==> src/rtl/time_set_ctrl.sv <==
// time_set_ctrl: owns the six BCD clock digits, counts time in RUN and
// sequences manual hour/min/sec setting with blinking of the edited field.
// Ports:
//   clk, rst (async, active low)
//   tick_1hz, blink_tick, btn_mode, btn_inc : one-clk pulses
//   sec0..hour1 : registered BCD digits (4'hF = blanked)
//   mode        : 00 RUN, 01 SET_HOUR, 10 SET_MIN, 11 SET_SEC
module time_set_ctrl #(
   parameter int HOUR_MAX  = 23,
   parameter int BLINK_DIV = 1
) (
   input  logic       clk,
   input  logic       rst,
   input  logic       tick_1hz,
   input  logic       blink_tick,
   input  logic       btn_mode,
   input  logic       btn_inc,
   output logic [3:0] sec0,
   output logic [3:0] sec1,
   output logic [3:0] min0,
   output logic [3:0] min1,
   output logic [3:0] hour0,
   output logic [3:0] hour1,
   output logic [1:0] mode
);

   typedef enum logic [1:0] {
      RUN      = 2'b00,
      SET_HOUR = 2'b01,
      SET_MIN  = 2'b10,
      SET_SEC  = 2'b11
   } state_t;

   localparam logic [3:0] HM1  = 4'(HOUR_MAX / 10);
   localparam logic [3:0] HM0  = 4'(HOUR_MAX % 10);
   localparam logic [7:0] BDIV = 8'(BLINK_DIV);
   localparam logic [3:0] BLK  = 4'hF;

   state_t     state_q, state_d;
   logic [3:0] s0_q, s1_q, m0_q, m1_q, h0_q, h1_q;
   logic [3:0] s0_d, s1_d, m0_d, m1_d, h0_d, h1_d;
   logic [7:0] bcnt_q, bcnt_d;
   logic       phase_q, phase_d;
   logic       inc_s, inc_m, inc_h;
   logic       s_top, m_top, h_top;
   logic       edit, blank;

   // state register
   always_ff @(posedge clk or negedge rst) begin
      if (!rst) state_q <= RUN;
      else      state_q <= state_d;
   end

   // next state: btn_mode walks the ring
   always_comb begin
      state_d = state_q;
      if (btn_mode) state_d = state_t'(state_q + 2'd1);
   end

   assign mode = state_q;

   // time / blink datapath
   always_comb begin
      s0_d = s0_q;
      s1_d = s1_q;
      m0_d = m0_q;
      m1_d = m1_q;
      h0_d = h0_q;
      h1_d = h1_q;
      bcnt_d = bcnt_q;
      phase_d = phase_q;
      inc_s = 1'b0;
      inc_m = 1'b0;
      inc_h = 1'b0;
      s_top = (s1_q == 4'd5) && (s0_q == 4'd9);
      m_top = (m1_q == 4'd5) && (m0_q == 4'd9);
      h_top = (h1_q == HM1) && (h0_q == HM0);
      // mode advance swallows a coincident increment
      edit = (state_q != RUN) && btn_inc && !btn_mode;

      unique case (state_q)
         RUN: begin
            inc_s = tick_1hz;
            inc_m = tick_1hz && s_top;
            inc_h = tick_1hz && s_top && m_top;
         end
         SET_HOUR: inc_h = edit;
         SET_MIN:  inc_m = edit;
         SET_SEC:  inc_s = edit;
      endcase

      if (inc_s) begin
         if (s0_q == 4'd9) begin
            s0_d = 4'd0;
            s1_d = (s1_q == 4'd5) ? 4'd0 : s1_q + 4'd1;
         end else begin
            s0_d = s0_q + 4'd1;
         end
      end
      if (inc_m) begin
         if (m0_q == 4'd9) begin
            m0_d = 4'd0;
            m1_d = (m1_q == 4'd5) ? 4'd0 : m1_q + 4'd1;
         end else begin
            m0_d = m0_q + 4'd1;
         end
      end
      if (inc_h) begin
         if (h_top) begin
            h0_d = 4'd0;
            h1_d = 4'd0;
         end else if (h0_q == 4'd9) begin
            h0_d = 4'd0;
            h1_d = h1_q + 4'd1;
         end else begin
            h0_d = h0_q + 4'd1;
         end
      end

      // restart the blink on entry and on each edit so the field shows
      if (state_d == RUN || btn_mode || edit) begin
         bcnt_d = 8'd0;
         phase_d = 1'b0;
      end else if (blink_tick) begin
         if (bcnt_q + 8'd1 >= BDIV) begin
            bcnt_d = 8'd0;
            phase_d = ~phase_q;
         end else begin
            bcnt_d = bcnt_q + 8'd1;
         end
      end

      blank = (state_d != RUN) && phase_d;
   end

   always_ff @(posedge clk or negedge rst) begin
      if (!rst) begin
         s0_q <= 4'd0;
         s1_q <= 4'd0;
         m0_q <= 4'd0;
         m1_q <= 4'd0;
         h0_q <= 4'd0;
         h1_q <= 4'd0;
         bcnt_q <= 8'd0;
         phase_q <= 1'b0;
         sec0 <= 4'd0;
         sec1 <= 4'd0;
         min0 <= 4'd0;
         min1 <= 4'd0;
         hour0 <= 4'd0;
         hour1 <= 4'd0;
      end else begin
         s0_q <= s0_d;
         s1_q <= s1_d;
         m0_q <= m0_d;
         m1_q <= m1_d;
         h0_q <= h0_d;
         h1_q <= h1_d;
         bcnt_q <= bcnt_d;
         phase_q <= phase_d;
         sec0 <= (blank && state_d == SET_SEC) ? BLK : s0_d;
         sec1 <= (blank && state_d == SET_SEC) ? BLK : s1_d;
         min0 <= (blank && state_d == SET_MIN) ? BLK : m0_d;
         min1 <= (blank && state_d == SET_MIN) ? BLK : m1_d;
         hour0 <= (blank && state_d == SET_HOUR) ? BLK : h0_d;
         hour1 <= (blank && state_d == SET_HOUR) ? BLK : h1_d;
      end
   end

endmodule

==> config.mk <==
export PLATFORM = sky130hd
export DESIGN_NAME = time_set_ctrl
export DESIGN_NICKNAME = d
export VERILOG_FILES = /design/src/rtl/time_set_ctrl.sv
export SDC_FILE = /design/constraint.sdc
export NUM_CORES = 1
export LEC_CHECK = 0
export ABC_AREA = 1
export ABC_CLOCK_PERIOD_IN_PS = 2390
export CORE_MARGIN = 2
export CORE_UTILIZATION = 25
export CTS_CLUSTER_SIZE = 14
export DETAILED_ROUTE_END_ITERATION = 8
export PLACE_DENSITY = 0.52
export SKIP_CTS_REPAIR_TIMING = 1
export SYNTH_ARGS = -nofsm -noshare
export SYNTH_HDL_FRONTEND = slang
export SYNTH_SLANG_ARGS = --single-unit
==> constraint.sdc <==
create_clock -name clk -period 2.39 [get_ports clk]
set_input_delay 0.5975 -clock clk [delete_from_list [all_inputs] [get_ports clk]]
set_output_delay 0.5975 -clock clk [all_outputs]
set_load 0.01 [all_outputs]
# == Word-level counts from Yosys, hierarchy flattened ==
# Index checks and enable logic that the tools add are counted.
# word_totals
register_bits,59
out_inout_bits,26
# classes
addsub,8
order_cmp,1
eq_ne,13
muxes,32
bitwise,1
n_reduce_logical,19
# op_table
op,count
two-way mux 4 bit,22
"adder 4 x 1 -> 4 bit, second input constant",6
two-way mux 8 bit,3
"== test 4 bit, second input constant",3
logical AND 1 bit,11
"adder 8 x 1 -> 8 bit, second input constant",1
"== test 2 bit, second input constant",4
"== test 4 x 2 -> 1 bit, second input constant",2
"== test 4 x 3 -> 1 bit, second input constant",2
">= comparator 8 x 1 -> 1 bit, second input constant",1
case mux 1 bit (2 select lines),3
nonzero test 2 bit,3
"== test 2 x 1 -> 1 bit, second input constant",2
zero test 2 bit,2
two-way mux 1 bit,3
"adder 2 x 1 -> 2 bit, second input constant",1
logical OR 1 bit,2
two-way mux 2 bit,1
zero test 1 bit,1
inverter 1 bit,1

# == Logic depth before layout (Yosys ltp) ==
# depth
depth_word,9
mapped_depth,13

# == Worst setup path before layout ==
# Ideal clock, no wire load.
# synth_path
path_type,register to register
from,register state_q[0] (netlist: mode[0])
to,register sec0[2]
arrival_ns,1.622
t_required_ns,2.268
slack_ns,0.646
path_stages_with_launch,12
path_buffers,0
synth_period_minus_slack_ns,1.744
cell_sequence,dfrtp_1 -> inv_1 -> ha_1 -> inv_1 -> nand3_1 -> o22ai_1 -> nand2_1 -> nor2_1 -> nand2_1 -> xor2_1 -> inv_1 -> nand2_1
# synth_lines
item,line,rtl
start: declaration,39,"state_t state_q, state_d;"
start signal: assignment,51,else state_q <= state_d;
nonzero test 2 bit,79,edit = (state_q != RUN) && btn_inc && !btn_mode;
logical AND 1 bit (2 in a row),79,
case mux 1 bit (2 select lines) (*),81,unique case (state_q)
two-way mux 4 bit (*),92,if (inc_s) begin
net s0_d[2],41,"logic [3:0] s0_d, s1_d, m0_d, m1_d, h0_d, h1_d;"
two-way mux 4 bit (*),161,sec0 <= (blank && state_d == SET_SEC) ? BLK : s0_d;
end signal: assignment,161,
end: declaration,18,"output logic [3:0] sec0,"
# Mark *: on every way through the listed nets, which the timed path passes. The rest lies on a longest branch.
# A chain may end at the register's enable or synchronous reset.

# == Worst setup path after layout ==
# Same ends and word-level chain as after synthesis.

==> summary.md <==
| Metric | Value |
|---|---|
| CTS clk-pin slew, worst paths | `50 ps` |
| Max-slew violation count | `0` |
| Synthesized cell area | `3030 sq um` |
| WL per Instance | `10.8 um` |
| Worst-margin pin slew | `352 ps` |
| DRC | `0` |
| HP Class | `input pin to asynchronous set/reset pin` |
| Max reg flops | `8` |
| Clock latency on the worst-skew pair | `320 ps` |
| Core Box Area | `11900 sq um` |
| Cells after Synth | `361` |
| Met2 usage in global routing | `15.2%` |
| Slew HR | `76.5%` |
| Status | `finished, final reports clean` |
| # setup viols final | `0` |
| H-tree levels | `3` |
| Die height | `114 um` |
| Largest reg by FF count | `bcnt_q` |
| Post-DP HPWL | `4.13 mm` |
| Detailed Route WL | `5.97 mm` |
| Largest net degree at the start of global routing | `60` |
| Clock share of power | `32.5%` |
| F_max | `515 MHz` |
| Number of buffers inserted by port buffering | `31` |
| Final nets | `421` |
| Gr ovfl total | `0` |
| Via count | `2322` |
| Dominant cell by count in the synthesized netlist | `nand2_1` |
| Data arrival, critical path | `2150 ps` |
| Drt pass-1 iters | `4` |
| CP Buf/Inv Count | `3` |
| Cell internal pwr | `2.83 mW` |
| CTS tree | `built` |
| Placement Cell Area | `3530 sq um` |
| Die width | `114 um` |
| Die ar. | `13000 sq um` |
| Post-synth EDFFs | `0` |
| End of the critical path | `sec0[2]` |
| Initial antenna violation count | `0` |
| Layout cell share with drive strength beyond 1 | `9.80%` |
| Critical R2R Capture | `sec0[2]` |
| Syn Area/Cell | `8.38 sq um` |
| GRT Overall Usage | `10.3%` |
| Via density | `4.18` |
| Initial Util | `25.4%` |
| Inserted Clock Buffers | `9` |
| Ys flop type | `dfrtp_1` |
| Post-route cell area | `3850 sq um` |
| Overall Power | `4.22 mW` |
| CP Class | `register to register` |
| Crit. path cell count | `11` |
| Fin Setup TNS | `0 ps` |
| Hold Violations, Final | `0` |
| CTS Sinks | `59` |
| Critical Path Start Type | `register` |
| Num ports | `32` |
| Unique masters post-synth | `31` |
| CP endpoint kind | `register` |
| Number of global-route vias before repair | `2272` |
| First-pass GRT wire length | `10.5 mm` |
| Routed Antenna Nets | `0` |
| Diode count | `0` |
| CP Max Fanout | `5` |
| Net count after synthesis | `378` |
| Synth top area share | `48.8%` |
| Max incr delay on CP | `440 ps` |
| Site Rows | `40` |
| FFs w/ async S/R, synth | `100%` |
| Cell taking the most area after synthesis | `dfrtp_1` |
| Top Family by Delay on Critical Path | `simple AND/OR/NAND/NOR gates` |
| Post-synthesis sequential area ratio | `48.8%` |
| Final Cycle Share | `81.2%` |
| Max_cap viols | `0` |
| NetSw | `1.39 mW` |
| GRT met3 Usage | `3.51%` |
| Grt met1 use | `13.7%` |
| Clock Path Buffers | `2` |
| Sw Ratio | `32.8%` |
| CP max-delay cell | `dfrtp_1` |
| Initial DRC count | `100` |
| Area Growth Syn to Fin | `27.2%` |
| Skew final | `6.06 ps` |
| Yosys Warn Count | `0` |
| Worst IR Drop VDD | `0.412 mV` |
| Sequential Power Share | `35.5%` |
| Synth top cells by count | `nand2_1 (89), inv_1 (70), dfrtp_1 (59)` |
| Flop2flop setup slack | `450 ps` |
| Worst r2r src | `mode[0]` |
| Setup crit start | `mode[0]` |
| Synth top area cells | `dfrtp_1 (49%), nand2_1 (11%), inv_1 (8.7%)` |
| Root buf cell | `clkbuf_16` |
| Critical path data required time | `2590 ps` |
| P per Cell Area | `1100 nW/um^2` |
| Placer Congestion | `0.783` |
| Unrepaired setup endpoints after global routing | `false` |
| Critical path cell sequence | `inv_1 -> ha_1 -> inv_1 -> nand3_1 -> o22ai_1 -> nand2_1 -> nor2_1 -> nand2_1 -> xor2_1 -> inv_1 -> nand2_1` |
| Synth Register Bits | `59` |
| Grt peak-use layer | `met2` |
| Power share of the combinational group | `32.0%` |
| Worst hold slack | `288 ps` |
| Leakage | `1.93 nW` |
| Final min period | `1940 ps` |
| R2R depth | `11` |
## power by group through the flow
| stage | logic, mW | registers, mW | clock network [mW] |
|---|---|---|---|
| 5_1_grt | 1.56 | 1.54 | 1.46 |
| 3_5_place_dp | 1.37 | 1.51 | 0 |
| 3_3_place_gp | 1.35 | 1.51 | 0 |
| 2_1_floorplan | 0.770 | 1.56 | 0 |
| 4_1_cts | 1.37 | 1.50 | 1.41 |
| 6_report | 1.35 | 1.50 | 1.37 |
## layout by cell type (no fill, tap or decap), types with 2 or more instances in the layout
master | Yosys | layout
xor2_1 | 10 | 10
nand3_1 | 32 | 32
bufinv_16 | 0 | 2
inv_1 | 70 | 70
xnor2_1 | 3 | 3
clkinv_2 | 0 | 2
o21ai_0 | 18 | 18
a21oi_1 | 5 | 5
nand2_1 | 89 | 89
ha_1 | 11 | 11
nand4_1 | 6 | 6
clkbuf_16 | 0 | 9
nand2_2 | 4 | 4
nand2_4 | 2 | 2
nor2_1 | 27 | 27
dfrtp_1 | 59 | 59
or2_2 | 2 | 2
clkdlybuf4s50_1 | 0 | 30
nand4_4 | 3 | 3
inv_2 | 3 | 3
nor2_2 | 3 | 3
## metrics by stage
stage | setup WS (ps) | instances | utilization [%]
detailed placement | 169 | 540 | 29.7
finish | 448 | 555 | 32.3
CTS | 445 | 555 | 32.3
global route | 193 | 555 | 32.3
floorplan | 646 | 361 | -
global placement | 241 | 540 | 29.7
## worst min path at each step
stage,slack [ps],to,start,depth (start not counted)
final,290,hour0[2],rst,2
after global routing,320,hour0[2],rst,2
after CTS,300,bcnt_q[6],rst,2
after detailed placement,510,bcnt_q[7],bcnt_q[7],2
after global placement,510,bcnt_q[7],bcnt_q[7],2
after floorplan,300,bcnt_q[0],rst,0
## kinds of logic (layout without fill, tap and decap cells)
group | count (synthesis) | after routing | synth area share [%]
buffers and inverters | 74 | 121 | 9.43
XOR/XNOR | 14 | 14 | 4.30
AND/OR/NAND/NOR | 175 | 175 | 27.7
adder cells (fa/ha/maj) | 11 | 11 | 4.55
flip-flops | 59 | 59 | 48.8
AO/OA/AOI/OAI | 28 | 28 | 5.21
## area by class of cell
type | count | area (sq um)
fillers | 1239 | 8060
clock inverters | 5 | 77.6
clock buffers | 10 | 239
inverters | 73 | 274
repair buffers | 33 | 333
multi-input cells | 228 | 1260
well taps | 147 | 184
flip-flops and latches | 59 | 1480
## per-layer routing
layer  share of wire [%]  vias to the layer above  wire (um)
met4                 1.6                        0         96
met2                  44                       33       2650
met1                  50                     1085       2990
met5                   0                        -          0
met3                 4.1                        7        242
li1                    -                     1197          -
No activity file was read; power rests on OpenSTA's default activity.
